`src/rtl/write_buffer_drain.sv`:
```
// Drains a write buffer into a simple valid/ready memory write port, one entry per
// handshake, and counts the completed writes.
module write_buffer_drain #(
    parameter int ADDR_W   = 32,
    parameter int DATA_W   = 32,
    parameter int WORDSIZE = ADDR_W + DATA_W / 8 + DATA_W
) (
    input  logic                  clock,
    input  logic                  reset,
    input  logic                  buf_empty,
    output logic                  buf_rd,
    input  logic [WORDSIZE-1:0]   buf_dataout,
    output logic                  mem_valid,
    output logic [ADDR_W-1:0]     mem_addr,
    output logic [DATA_W-1:0]     mem_wdata,
    output logic [DATA_W/8-1:0]   mem_wstrb,
    input  logic                  mem_ready,
    output logic                  idle,
    output logic [15:0]           wr_count
);

    typedef enum logic {
        IDLE = 1'b0,
        SEND = 1'b1
    } state_t;

    state_t      state_q, state_d;
    logic [15:0] wr_count_q, wr_count_d;

    always_ff @(posedge clock) begin
        if (reset) begin
            state_q    <= IDLE;
            wr_count_q <= '0;
        end else begin
            state_q    <= state_d;
            wr_count_q <= wr_count_d;
        end
    end

    always_comb begin
        state_d    = state_q;
        wr_count_d = wr_count_q;
        buf_rd     = 1'b0;
        // Fetch the next entry whenever the port is free or being freed this cycle.
        case (state_q)
            IDLE: begin
                if (!buf_empty && !reset) begin
                    buf_rd  = 1'b1;
                    state_d = SEND;
                end
            end
            SEND: begin
                if (mem_ready) begin
                    wr_count_d = wr_count_q + 16'd1;
                    if (!buf_empty) begin
                        buf_rd  = !reset;
                        state_d = SEND;
                    end else begin
                        state_d = IDLE;
                    end
                end
            end
            default: state_d = IDLE;
        endcase
    end

    assign mem_valid = (state_q == SEND);
    assign mem_addr  = buf_dataout[WORDSIZE-1 -: ADDR_W];
    assign mem_wstrb = buf_dataout[DATA_W +: DATA_W/8];
    assign mem_wdata = buf_dataout[DATA_W-1:0];
    assign idle      = (state_q == IDLE) && buf_empty;
    assign wr_count  = wr_count_q;

endmodule

```
`config.mk`:
```
export PLATFORM = sky130hd
export DESIGN_NAME = write_buffer_drain
export DESIGN_NICKNAME = d
export VERILOG_FILES = /design/src/rtl/write_buffer_drain.sv
export SDC_FILE = /design/constraint.sdc
export NUM_CORES = 1
export LEC_CHECK = 0
export ABC_CLOCK_PERIOD_IN_PS = 1400
export CELL_PAD_IN_SITES_DETAIL_PLACEMENT = 1
export CELL_PAD_IN_SITES_GLOBAL_PLACEMENT = 1
export CORE_ASPECT_RATIO = 1.2
export CORE_MARGIN = 2
export CORE_UTILIZATION = 35
export DETAILED_ROUTE_END_ITERATION = 8
export DONT_BUFFER_PORTS = 1
export PLACE_DENSITY_LB_ADDON = 0.12
export RECOVER_POWER = 100
export SLEW_MARGIN = 0
export SYNTH_ARGS = -nofsm -noshare
export SYNTH_HDL_FRONTEND = slang
export SYNTH_SLANG_ARGS = --single-unit
```
`constraint.sdc`:
```
create_clock -name clock -period 1.4 [get_ports clock]
set_input_delay 0.07 -clock clock [delete_from_list [all_inputs] [get_ports clock]]
set_output_delay 0.07 -clock clock [all_outputs]
set_load 0.02 [all_outputs]
```
==> flow_summary.yaml <==
synthesis:
  synth_fa_ha_area_share_pct: 0.9506
  yosys_warnings: 0
  synth-edff-count: 0
  yosys.area_share.simple_pct: 21.29
  synth_seq_cells: 17
  synth_area_leader_cell: "buf_4"
  ys_seq_area_share_pct: 25.86
  synth-xor-area-share_pct: 5.989
  ys_types: 30
  yosysTopAreaCellShare_pct: 38.78
  synth_mux_area_share_pct: 1.711
  synth_top_family_by_area: "buffers and inverters"
  syn_area_sq_um: 1316
  synthArstFlopShare_pct: 0
  ys_top_cells_by_area: "buf_4 39%, dfxtp_1 26%, xor2_1 4.0%"
  synthFlopType: "dfxtp_1"
  syn-mean-instance-area_sq_um: 8.384
  synth_compound_area_share_pct: 3.802
  syn_nets: 230
  syn-instance-count: 157
timing:
  fmax_mhz: 717.2
  hold_slack_ns: 0.003215
  finClkSkew_ns: 0.006147
  timing.final.crit_share_pct: 99.59
  setup_viol: 0
  tightestPinTransition_ns: 0.6659
  finalHoldViolCount: 0
  period_needed_ns: 1.394
  rsz0062_at_grt: "yes"
  maxSlewHeadroom_pct: 55.46
  slew_violations: 0
cts:
  clk_pin_slew_ns: 0.07
  clkSinkCount: 17
  htree_levels: 1
  insertion_delay_ns: 0.25
  cts_buffers: 3
  root_buffer: "clkbuf_8"
  cts_tree: "yes"
  clk_path_buf_depth: 2
final_layout:
  final_common_cell: "buf_4"
  syn2layout_area_growth_pct: -9.601
  nets: 197
  drive_gt1_share_pct: 43.90
  utilization_pct: 32.75
  fin_area_sq_um: 1190
  num_antenna_cells: 0
  nFillCells: 435
  final_cell_mix: "17 x buf_4, 12 x nor2_1, 11 x clkbuf_1, 7 x dfxtp_4"
routing:
  ant_nets: 0
  drt_iter0_drc: 4
  wl_per_cell_microns: 17.33
  routed_wl_mm: 3.033
  dr.pass1.iters: 2
  drc: 0
  viasPerCell: 5.017
  vias: 878
pwr:
  switching_power_mw: 0.2060
  combPwrFrac_pct: 5.3
  leakagePower_nw: 0.4419
  peakVddDrop_uv: 367.4
  p_int_mw: 0.6977
  switching_share_pct: 22.80
  seqPwrFrac_pct: 53.2
  power_density_nw_per_um2: 759.4
  clockPowerShare_pct: 41.4
status:
  status: "finished, final reports clean"
floorplan:
  die_y_microns: 71.18
  rows: 24
  core_sq_um: 3633
  initial_utilization_pct: 36.23
  pin_count: 159
  dieWidth_microns: 59.98
  die-area_sq_um: 4269
min_path:
  min_path_type: "input pin to flip-flop"
placed_design:
  dp_hpwl_mm: 2.260
  port_buffers: 0
  placed_cell_area_sq_um: 1090
  gp_congestion: 0.7031
flow_run:
  max-cap-violations: 0
setup_path:
  slowest_delay_ns: 0.37
  path_max_fanout: 5
  worstPathArrival_ns: 1.54
  critPathBufInv: 0
  worstSetupPathType: "flip-flop to flip-flop"
  path_cells: "nand2_2 > nor4_4 > nand3_1 > mux2_4"
  endpoint_kind: "flip-flop"
  cp_slowest_cell: "dfxtp_2"
  required_ns: 1.55
  setup.worst_path.start_class: "flip-flop"
  cp_top_family: "simple AND/OR/NAND/NOR gates"
global_route:
  grt_overflow: 0
  grtUsageTotal_pct: 14.77
  antenna_found_initial: 0
  grt_pass1_wl_mm: 4.657
  grt_pass1_vias: 919
  grt_max_degree: 16
[flip-flops by register name, indices dropped and copies added (netlist names)]
signal,count
mem_valid,1
wr_count,16
[worst paths after layout]
check	startpoint	end	slack, ns	depth (start not counted)
max reg2reg	wr_count[2]	wr_count[12]	0.006	4
min	buf_empty	mem_valid	0.003	2
min reg2reg	wr_count[13]	wr_count[13]	0.53	2
max	wr_count[2]	wr_count[12]	0.006	4
[metal layers]
layer	vias to the layer above	routed length, microns	global-route usage [%]
met1	417	945	13.79
met3	24	416	9.506
met2	57	1454	21.98
met4	0	216	12.10
met5	-	0	0
li1	380	-	-
[power by group through the flow]
stage | sequential (mW) | combinational, mW | clock, mW
2_1_floorplan | 0.500 | 0.310 | 0
3_3_place_gp | 0.491 | 0.0400 | 0
3_5_place_dp | 0.492 | 0.0404 | 0
4_1_cts | 0.482 | 0.0510 | 0.390
5_1_grt | 0.482 | 0.0532 | 0.416
6_report | 0.481 | 0.0482 | 0.374
[cell usage after synthesis, types with 2 or more instances]
master and instances:
o31ai_1 2, nor2_1 12, dfxtp_1 17, xnor2_1 3
nor3_1 3, nand3_2 2, or4_1 2, xor2_1 6
o21ai_0 2, nor2b_1 4, nand2_1 7, nand4_1 3
a21oi_1 5, buf_4 68, nand3_1 6
[what timing repair did]
item,CTS,global route
hold buffers,2,0
resized for setup,6,9
buffers inserted,1,3
endpoints found under the setup margin,4,8
hold endpoints to repair,15,0
pin swaps,5,7
[cell type report]
cell class	count	area, sq um	area share [%]
clock buffers	4	45.04	3.785
inverters	1	3.754	0.3155
multi-input cells	69	495.5	41.64
flip-flops and latches	17	371.6	31.23
well taps	52	65.06	5.468
repair buffers	32	209.0	17.56
[cells by family after synthesis]
kind of cell	count (synthesis)
adders and majority gates	1
muxes	2
buffers and inverters	71
DFF	17
xor gates and xnor gates	9
and+or+nand+nor	48
AOI/OAI and AO/OA	9
[worst reg2reg max path, stage by stage, from the launching register on]
cell and delay (ns):
dfxtp_2 0.37, nand2_2 0.12, nor4_4 0.34, nand3_1 0.15, mux2_4 0.31
[per-stage QoR]
stage	power (mW)	setup slack, ns	cells	setup TNS, ns
floorplan	0.8100	-0.006008	157	-0.006008
global placement	0.5313	-0.03631	166	-0.04452
detailed placement	0.5321	-0.05943	166	-0.07528
CTS	0.9223	-0.004484	172	-0.01272
global route	0.9508	-0.07254	175	-0.2306
finish	0.9037	0.005721	175	0
(Power assumes the default switching activity.)
